===== config.mk =====
export PLATFORM = sky130hd
export DESIGN_NAME = tlul_reg_bridge
export DESIGN_NICKNAME = d
export VERILOG_FILES = /design/src/rtl/tlul_reg_bridge.sv
export SDC_FILE = /design/constraint.sdc
export NUM_CORES = 1
export LEC_CHECK = 0
export CAP_MARGIN = 20
export CORE_MARGIN = 5
export CORE_UTILIZATION = 40
export DETAILED_ROUTE_END_ITERATION = 7
export GPL_TIMING_DRIVEN = 0
export PLACE_DENSITY = 0.91
export SLEW_MARGIN = 10
export SYNTH_ARGS = -nofsm -noshare
export SYNTH_HDL_FRONTEND = slang
export SYNTH_SLANG_ARGS = --single-unit

===== constraint.sdc =====
create_clock -name clk_i -period 4 [get_ports clk_i]
set_clock_uncertainty 0.1 [all_clocks]
set_input_delay 0.6 -clock clk_i [delete_from_list [all_inputs] [get_ports clk_i]]
set_output_delay 0.6 -clock clk_i [all_outputs]
set_load 0.02 [all_outputs]

===== src/rtl/tlul_reg_bridge.sv =====
// ---------------------------------------------------------------------------
// tlul_pkg / tlul_reg_bridge
//
// Purpose: bridges one TL-UL device port to a simple register strobe
// interface. It keeps one transaction outstanding at a time. Requests that
// are malformed are answered directly with an error and never reach the
// register target. A cycle counter limits how long an access can stall, so a
// target that never answers cannot hang the bus.
//
// Ports:
//   clk_i, rst_ni  single clock, asynchronous active-low reset
//   tl_i / tl_o    TL-UL request in / response out (a_ready, d_* channel)
//   re_o / we_o    read / write strobe, held while the access is pending
//   addr_o         captured a_address[AW-1:0]
//   wdata_o, be_o  captured write data and byte enables
//   rdata_i        read data, sampled when reg_ready_i=1
//   reg_ready_i    target has completed the current access
//   error_i        target error, sampled when reg_ready_i=1
// ---------------------------------------------------------------------------
package tlul_pkg;
    typedef struct packed {
        logic        a_valid;
        logic [2:0]  a_opcode;
        logic [2:0]  a_param;
        logic [1:0]  a_size;
        logic [7:0]  a_source;
        logic [31:0] a_address;
        logic [3:0]  a_mask;
        logic [31:0] a_data;
        logic        d_ready;
    } tl_h2d_t;

    typedef struct packed {
        logic        d_valid;
        logic [2:0]  d_opcode;
        logic [2:0]  d_param;
        logic [1:0]  d_size;
        logic [7:0]  d_source;
        logic        d_sink;
        logic [31:0] d_data;
        logic        d_error;
        logic        a_ready;
    } tl_d2h_t;

    localparam logic [2:0] PutFullData    = 3'd0;
    localparam logic [2:0] PutPartialData = 3'd1;
    localparam logic [2:0] Get            = 3'd4;
    localparam logic [2:0] AccessAck      = 3'd0;
    localparam logic [2:0] AccessAckData  = 3'd1;
endpackage

module tlul_reg_bridge #(
    parameter int AW            = 8,
    parameter int TimeoutCycles = 255
) (
    input  logic              clk_i,
    input  logic              rst_ni,
    input  tlul_pkg::tl_h2d_t tl_i,
    output tlul_pkg::tl_d2h_t tl_o,
    output logic              re_o,
    output logic              we_o,
    output logic [AW-1:0]     addr_o,
    output logic [31:0]       wdata_o,
    output logic [3:0]        be_o,
    input  logic [31:0]       rdata_i,
    input  logic              reg_ready_i,
    input  logic              error_i
);
    import tlul_pkg::*;

    localparam logic [7:0] CntLast = 8'(TimeoutCycles - 1);

    typedef enum logic [1:0] {IDLE, ACCESS, RESP} state_e;

    state_e        state_q, state_d;
    logic [2:0]    opcode_q;
    logic [1:0]    size_q;
    logic [7:0]    source_q;
    logic [AW-1:0] addr_q;
    logic [3:0]    mask_q;
    logic [31:0]   wdata_q;
    logic [31:0]   rdata_q;
    logic          err_q;
    logic [7:0]    cnt_q;

    logic accept, in_get, in_putf, in_putp, acc_err, is_get_q, is_put_q, timeout;

    assign accept   = (state_q == IDLE) && tl_i.a_valid;
    assign in_get   = (tl_i.a_opcode == Get);
    assign in_putf  = (tl_i.a_opcode == PutFullData);
    assign in_putp  = (tl_i.a_opcode == PutPartialData);
    assign acc_err  = !(in_get || in_putf || in_putp)
                   || (tl_i.a_address[1:0] != 2'b00)
                   || (tl_i.a_size == 2'd3)
                   || (in_putf && (tl_i.a_mask != 4'hF));
    assign is_get_q = (opcode_q == Get);
    assign is_put_q = (opcode_q == PutFullData) || (opcode_q == PutPartialData);
    // Completion from the target wins over a timeout on the same cycle.
    assign timeout  = (state_q == ACCESS) && !reg_ready_i && (cnt_q == CntLast);

    always_ff @(posedge clk_i or negedge rst_ni) begin
        if (!rst_ni) state_q <= IDLE;
        else         state_q <= state_d;
    end

    always_comb begin
        state_d = state_q;
        unique case (state_q)
            IDLE:    if (accept) state_d = acc_err ? RESP : ACCESS;
            ACCESS:  if (reg_ready_i || timeout) state_d = RESP;
            RESP:    if (tl_i.d_ready) state_d = IDLE;
            default: state_d = IDLE;
        endcase
    end

    // Captured request and response data. rdata_q is cleared on accept so
    // writes and accept-time errors return zero data.
    always_ff @(posedge clk_i or negedge rst_ni) begin
        if (!rst_ni) begin
            opcode_q <= '0;
            size_q   <= '0;
            source_q <= '0;
            addr_q   <= '0;
            mask_q   <= '0;
            wdata_q  <= '0;
            rdata_q  <= '0;
            err_q    <= 1'b0;
            cnt_q    <= '0;
        end else if (accept) begin
            opcode_q <= tl_i.a_opcode;
            size_q   <= tl_i.a_size;
            source_q <= tl_i.a_source;
            addr_q   <= tl_i.a_address[AW-1:0];
            mask_q   <= tl_i.a_mask;
            wdata_q  <= tl_i.a_data;
            rdata_q  <= '0;
            err_q    <= acc_err;
            cnt_q    <= '0;
        end else if (state_q == ACCESS) begin
            if (reg_ready_i) begin
                rdata_q <= (is_get_q && !error_i) ? rdata_i : 32'h0;
                err_q   <= error_i;
            end else if (timeout) begin
                rdata_q <= '0;
                err_q   <= 1'b1;
            end else begin
                cnt_q   <= cnt_q + 8'd1;
            end
        end
    end

    // Only well-formed Get/Put requests reach ACCESS, so any non-Get there
    // is a Put.
    assign re_o    = (state_q == ACCESS) && is_get_q;
    assign we_o    = (state_q == ACCESS) && !is_get_q;
    assign addr_o  = addr_q;
    assign wdata_o = wdata_q;
    assign be_o    = mask_q;

    always_comb begin
        tl_o         = '0;
        tl_o.a_ready = (state_q == IDLE);
        if (state_q == RESP) begin
            tl_o.d_valid  = 1'b1;
            tl_o.d_opcode = is_put_q ? AccessAck : AccessAckData;
            tl_o.d_size   = size_q;
            tl_o.d_source = source_q;
            tl_o.d_data   = rdata_q;
            tl_o.d_error  = err_q;
        end
    end
endmodule

==> flow_metrics.tcl <==
set metrics [dict create \
    place_inst 769 \
    reg2reg_to "rdata_q[4]$_DFFE_PN0P_" \
    timing.rr.start "cnt_q[0]$_DFFE_PN0P_" \
    initial_core_util 0.414 \
    cts_setup_buffers 0 \
    num_rows 37 \
    wl_um 12800 \
    io_pins 220 \
    ctsResizeCount 0 \
    drt-pass1-iter-count 4 \
    synth.distinct_cells 44 \
    met2WireLength_um 6270 \
    cp.required_ns 3.30 \
    synth-seq-area-share 0.583 \
    crit_top_cell "clkbuf_1" \
    whs_ns 0.0841 \
    clkLatencyLatePin_ns 0.36 \
    drive_gt1_frac 0.0586 \
    wire_per_inst_um 16.3 \
    final_cells 785 \
    synth_area_per_cell_um2 9.73 \
    cp-start-kind "flop" \
    core-area_um2 10400 \
    hold_buffers 0 \
    viasPerCell 4.83 \
    r2r_slack_ns 1.91 \
    synthCells 441 \
    hpwlAfterDp_um 9840 \
    vias 3795 \
    slew_headroom 0.602 \
    crit_type "flop to primary output" \
    ir_drop_mv 0.247 \
    cts.sinks 100 \
    cap_violations 0 \
    htree_levels 3 \
    fillers 842 \
    cellPowerDensity_nw_per_um2 429 \
    dieWidth_um 114 \
    cts.clk_slew.worst_paths_ns 0.10 \
    ys_ff_latch 100 \
    grt_pass1_vias 3997 \
    cts_max_path_buffers 2 \
    p_leak_nw 3.10 \
    synth_common_cells "nand2_1, dfrtp_1, and2_1, a22o_1, clkbuf_1" \
    die_h_um 114 \
    grt_setup_unrepaired "false" \
    hold_class "primary input to async pin" \
    portBuffers 186 \
    wl_met1_um 4910 \
    area_growth_pct 52.9 \
    setup_slack_ns 0.703 \
    synth.cell_area_um2 4290 \
    status "completed" \
    grt_start_max_net_pins 68 \
    cts_root_buffer "clkbuf_8" \
    drcViolationCount 0 \
    synth_area_leader_cell "dfrtp_1" \
    cp.arrival_ns 2.60 \
    synth.area.top_cells "dfrtp_1, nand2_1, a22o_1" \
    synth-async-reset-ratio 1.00 \
    finalSetupViolations 0 \
    antennaDiodeCount 0 \
    antenna_found_initial 0 \
    hold_viol 0 \
    grtUsageTotal 0.201 \
    dieArea_um2 12900 \
    yosysMostFrequentCell "nand2_1" \
    synth_top_area_share 0.583 \
    gp_congestion 0.848 \
    ys.flop_type "dfrtp_1" \
    period_needed_ns 3.30 \
    r2r_cells 7 \
    yosysWarnings 0 \
    drtIter0Drc 192 \
    crit_slowest_cell "clkdlybuf4s50_1" \
    worst_setup_path_end_kind "primary output" \
    worst_path_largest_cell_delay_ns 0.65 \
    routed.top_layer "met4" \
    synth-edff-count 0 \
    crit_chain "nor2b_1 > clkbuf_1 > clkbuf_1 > and2_1 > clkdlybuf4s50_1" \
    drv_slew 0 \
    numCtsBuffers 9 \
    layout.nets 768 \
    max_freq_mhz 303 \
    ant_nets 0 \
    fin_crit_sh 0.824 \
    met3WireLength_um 1270 \
    grt_first_pass_wirelength_um 20600 \
    grt-ovfl-total 0 \
    worst-path-max-fanout 10 \
    dp_slack_ns 1.10 \
    cts_tree "yes" \
    worst_slew_pin_slew_ns 0.592 \
]
[cell families after synthesis]
| group | Yosys count | synth area share |
|---|---|---|
| compound gates | 48 | 0.0954 |
| other cells | 1 | 0.000874 |
| mux | 2 | 0.00467 |
| flops | 100 | 0.583 |
| simple gates | 251 | 0.264 |
| buf+inv | 36 | 0.0440 |
| xor+xnor | 1 | 0.00204 |
| fa+ha+maj | 2 | 0.00583 |
[routing by layer]
layer | up-vias | global-route usage
met4 | 0 | 0.0793
met5 | - | 0
met3 | 30 | 0.0706
met1 | 1781 | 0.225
li1 | 1822 | -
met2 | 162 | 0.350
[area by class of cell]
type	count	area, um^2	area share
Buffer	30	166	0.0254
Clock buffer	11	131	0.0200
Clock inverter	5	61.3	0.00935
Inverter	6	22.5	0.00343
Multi-Input combinational cell	310	1620	0.247
Sequential cell	100	2500	0.382
Tap cell	136	170	0.0259
Timing Repair Buffer	187	1890	0.288
[registers in the layout, indices dropped and copies added, names as in the netlist]
signal and count:
wdata_o 32, size_q 2, be_o 4, addr_o 8
source_q 8, cnt_q 8, opcode_q 3, err_q 1
state_q 2, rdata_q 32
[how the worst max path moves through the flow]
stage                                         end  cells past startpoint                   start
after floorplan                          tl_o[36]                      4  state_q[0]$_DFFE_PN0P_
after global placement    wdata_o[14]$_DFFE_PN0P_                      1                  rst_ni
after detailed placement                 tl_o[48]                      5  state_q[1]$_DFFE_PN0P_
after CTS                                tl_o[32]                      5  state_q[1]$_DFFE_PN0P_
after global routing                     tl_o[48]                      5  state_q[1]$_DFFE_PN0P_
final                                    tl_o[32]                      5  state_q[1]$_DFFE_PN0P_
[critical path, delay by kind of cell, from the launching register on]
family | cells | cell delay [ns]
flip-flops | 1 | 0.42
buffers and inverters | 3 | 1.48
AND/OR/NAND/NOR | 2 | 0.34
[cells in the final DEF, fill, tap and decap left out, types with 3 or more instances in the layout]
master           Yosys  final
clkdlybuf4s50_1      0    185
nand2_1            179    179
dfrtp_1            100    100
and2_1              43     43
a22o_1              32     32
clkbuf_1            15     17
buf_4                8      9
clkbuf_8             0      9
nor2_1               8      8
conb_1               1      6
inv_1                5      5
a21oi_1              4      4
buf_6                3      3
buf_1                3      3
clkinvlp_4           0      3
[power by group]
group	switching [mW]	leakage [nW]	internal, mW
Sequential	0.0875	1.30	1.16
Clock	0.351	0.0862	0.292
Combinational	0.495	1.72	0.428
Total	0.933	3.10	1.88
[metrics by stage]
stage	utilization	TNS (ns)	power [mW]	cell area, um^2
CTS	0.632	0	2.85	6560
detailed placement	0.614	0	2.20	6360
global placement	0.611	-131.69	2.16	6340
floorplan	-	0	1.68	4310
finish	0.632	0	2.82	6560
global route	0.632	0	2.98	6560
Note: power is estimated with default switching activity, not from simulation.
==> RTL edit 1: new RTL, same flow settings <==
The 3 states of `state_e` get a one-hot encoding in 3 bits.
--- a/src/rtl/tlul_reg_bridge.sv
+++ b/src/rtl/tlul_reg_bridge.sv
@@ -72,3 +72,3 @@
 
-    typedef enum logic [1:0] {IDLE, ACCESS, RESP} state_e;
+    typedef enum logic [2:0] {IDLE = 3'b001, ACCESS = 3'b010, RESP = 3'b100} state_e;
 
Function: same outputs for any inputs over 10 cycles, from zero or initial values and one cycle with rst_ni low; not proved beyond that.
==> RTL edit 1 against the unedited design <==
- first-iteration DRC count is 49% higher
- routed wire length increased by 7.0%
- setup slack lost 180 ps
- sequential cell count is 1 higher
- cell area up 7.8%
- sequential share of layout area is 2.4 points lower
- clock power grew 35%
- power increased by 41%
- synthesized area grew 9.3%
- combinational power rose by 76%
- count of clock-buffer cells in the layout did not move
- critical endpoint is now tl_o[17]
- largest power group is now combinational cells
==> RTL edit 1: results (changes against the unedited design) <==
The highest cell delay on the worst timing path came out at 610 ps (-40 ps). In this run the worst setup path begins at state_q[2]$_DFFE_PN0P_. The number of unique standard cell types used by synthesis is 42 (-4.5%). The DRC marker count from the first detailed-route iteration is 287 (+49%). The share of cell area taken by muxes after synthesis is 0.004538 (-0.0001293).

The total global routing track utilization is 0.1915 (-0.009371). The global-route wire length before repair is 21940 um (+6.7%). The termination of the worst setup path is tl_o[17]. The maximum vdd ir drop came out at 429.2 uV (+74%). The via count of the first global-routing pass came out at 4297 (+7.5%).

The source-to-sink clock delay at the later pin of the worst-skew pair is 340 ps (-20 ps). The run finished with clean final reports. The clock tree root driver cell is sky130_fd_sc_hd__clkbuf_16. The sum of net half-perimeters after detailed placement is 10530 um (+7.0%). The endpoint identified for the worst register-to-register timing path is rdata_q[2]$_DFFE_PN0P_. The commonest cells after synthesis are sky130_fd_sc_hd__nand2_1, sky130_fd_sc_hd__dfrtp_1, sky130_fd_sc_hd__and2_1.

The fraction of layout instances using a drive strength above 1 came out at 0.1107 (+0.05210). The sequential fraction of the synthesis area is 0.5395 (-0.04392). The adder and majority cell fraction of the synthesized area is 0.005339 (-0.0004953). The post-synthesis area per instance came out at 8.928 sq um (-8.2%). The average via count per standard cell came out at 4.912 (+1.6%). By area the synthesized netlist is led by sky130_fd_sc_hd__dfrtp_1, sky130_fd_sc_hd__nand2_1, sky130_fd_sc_hd__and2_1. The leakage power figure came out at 3.311 nW (+6.9%). The final standard cell count with taps included and fillers excluded is 875 (+11%). The worst-case register-to-register setup slack came to 1860 ps (-50 ps). The arrival time of the worst setup path is 2780 ps (+180 ps). The maximum number of pins on one net before global-route repair is 56 (-18%).
[RTL edit 1: cell types whose count changed after synthesis, sizes merged, moves of 2 or more]
| cell | delta |
|---|---|
| a21oi | +32 |
| a22o | -33 |
| a31o | +32 |
| and2 | +3 |
| buf | +12 |
| nand2 | +29 |
| nand3 | +3 |
| nor2 | -2 |
| nor3 | -2 |
| o211ai | +4 |
| o21ai | +4 |
| o311a | -2 |
| o31ai | +3 |
| or4 | +3 |
[RTL edit 1: per-stage QoR]
stage	hold slack, ps	power [W]	setup slack [ps]	util
2_1_floorplan	204.4	0.002302	1704	-
4_1_cts	97.96	0.004017	479.2	0.6165
5_1_grt	114.0	0.004209	366.4	0.6165
6_report	79.50	0.003971	523.7	0.6165
3_3_place_gp	348.4	0.003096	-1597	0.5883
3_5_place_dp	354.9	0.003145	845.9	0.5913
[RTL edit 1: power by group]
group	switching [W]	total, W	internal [W]
clock	0.000368	0.000865	0.000498
sequential	0.000172	0.00149	0.00132
combinational	0.000922	0.00162	0.000696
[RTL edit 1: critical path, delay by kind of cell (launching register included)]
family / cells / cell delay (ps)
buffers and inverters: 3 / 1250
DFF: 1 / 460
and+or+nand+nor: 2 / 730
[RTL edit 1: cell type report]
type,instances,share of cell area
clock buffers,11,0.03434
repair buffers,188,0.2681
multi-input cells,382,0.2759
flip-flops and latches,101,0.3577
clock inverters,3,0.006549
well taps,143,0.02531
plain buffers,42,0.02938
inverters,5,0.002655
[RTL edit 1: per-layer routing]
metal  vias to the layer above  wire length, um  global-route usage
met5                         -                0                   0
met4                         0              193             0.05161
met3                        16             1440             0.07020
met2                       171             6441              0.3154
met1                      2003             5626              0.2383
li1                       2108                -                   -
==> RTL edit 2: new RTL, same flow settings <==
Without the edit above. Set the parameter `AW` to 7 (it was 8).
--- a/src/rtl/tlul_reg_bridge.sv
+++ b/src/rtl/tlul_reg_bridge.sv
@@ -52,3 +52,3 @@
 module tlul_reg_bridge #(
-    parameter int AW            = 8,
+    parameter int AW            = 7,
     parameter int TimeoutCycles = 255
Interface: changed (resized addr_o); port bits go from 220 to 219. The function was not compared with the original's and may differ.
==> RTL edit 2 against the unedited design <==
- setup slack improved by 81 ps
- clock power about the same
- cell area is 0.93% lower
- power down 1.3%
- die area is 0.88% lower
- sequential cell count decreased by 1
- critical path depth did not move
- sequential share of layout area barely moved
- routed wire length down 2.7%
- synthesized area fell by 0.96%
- non-clock buffer count is 2 lower
- highest routed layer unchanged
==> RTL edit 2: results (changes against the unedited design) <==
The run finished with clean final reports. The XOR/XNOR share of the synthesized area is 0.002062 (+0.00001985). The arrival time of the worst setup path came to 2520 ps (-80 ps).

The final standard cell count with taps included and fillers excluded came to 779 (-0.76%). The share of cell area taken by muxes after synthesis is 0.004713 (+0.00004537). The maximum vdd ir drop came to 243.5 uV (-1.3%).

The global-route wire length before repair came out at 20270 um (-1.4%). The sum of net half-perimeters after detailed placement is 9588 um (-2.6%). The fraction of layout instances using a drive strength above 1 came out at 0.05910 (+0.0005464). The length of routed met3 wiring came out at 1105 um (-13%). The share of final layout cell area taken by clock buffers and inverters came out at 0.02966 (+0.0002773).

The fraction of area in non-clock buffers came out at 0.3122 (-0.0008972). The multi-input gate share of total cell area was 0.2471 (+0.0005933). The adder and majority cell fraction of the synthesized area came out at 0.005891 (+0.00005671).

The met2 track demand over resource in global routing came out at 0.3266 (-0.02320). The setup slack at placement is 1149 ps (+45.70 ps). The area growth from synthesis to layout came out at 52.93% (about the same).

The met1 track utilization from global routing came out at 0.2410 (+0.01639). The DRC marker count from the first detailed-route iteration is 211 (+9.9%). The via count of the first global-routing pass is 4068 (+1.8%). The number of fill cells in the layout is 812 (-3.6%).

The average wire per cell in the routed design came to 16.00 um (-1.9%). The number of multi-input combinational cells in the layout is 307 (-0.97%). The commonest cells after synthesis are sky130_fd_sc_hd__nand2_1, sky130_fd_sc_hd__dfrtp_1, sky130_fd_sc_hd__and2_1. The power dissipated in combinational cells is 0.000905 W (-2%).
RTL edit 2: cell count changes in the layout (fill, tap and decap cells not counted), sizes merged:
| cell | before | now |
|---|---|---|
| buf | 17 | 14 |
| clkdlybuf4s50 | 185 | 183 |
| clkbuf | 26 | 29 |
| nand2 | 181 | 178 |
| dfrtp | 100 | 99 |
RTL edit 2: final timing paths:
check	from	endpoint	slack, ps	cells past startpoint
hold reg to reg	addr_o[3]$_DFFE_PN0P_	addr_o[3]$_DFFE_PN0P_	380	2
max in group asynchronous	rst_ni	wdata_o[20]$_DFFE_PN0P_	3000	2
setup reg to reg	cnt_q[0]$_DFFE_PN0P_	rdata_q[2]$_DFFE_PN0P_	1890	7
min in group clk_i	addr_o[3]$_DFFE_PN0P_	addr_o[3]$_DFFE_PN0P_	380	2
hold / removal	rst_ni	rdata_q[4]$_DFFE_PN0P_	130	1
setup / recovery	state_q[1]$_DFFE_PN0P_	tl_o[11]	780	5
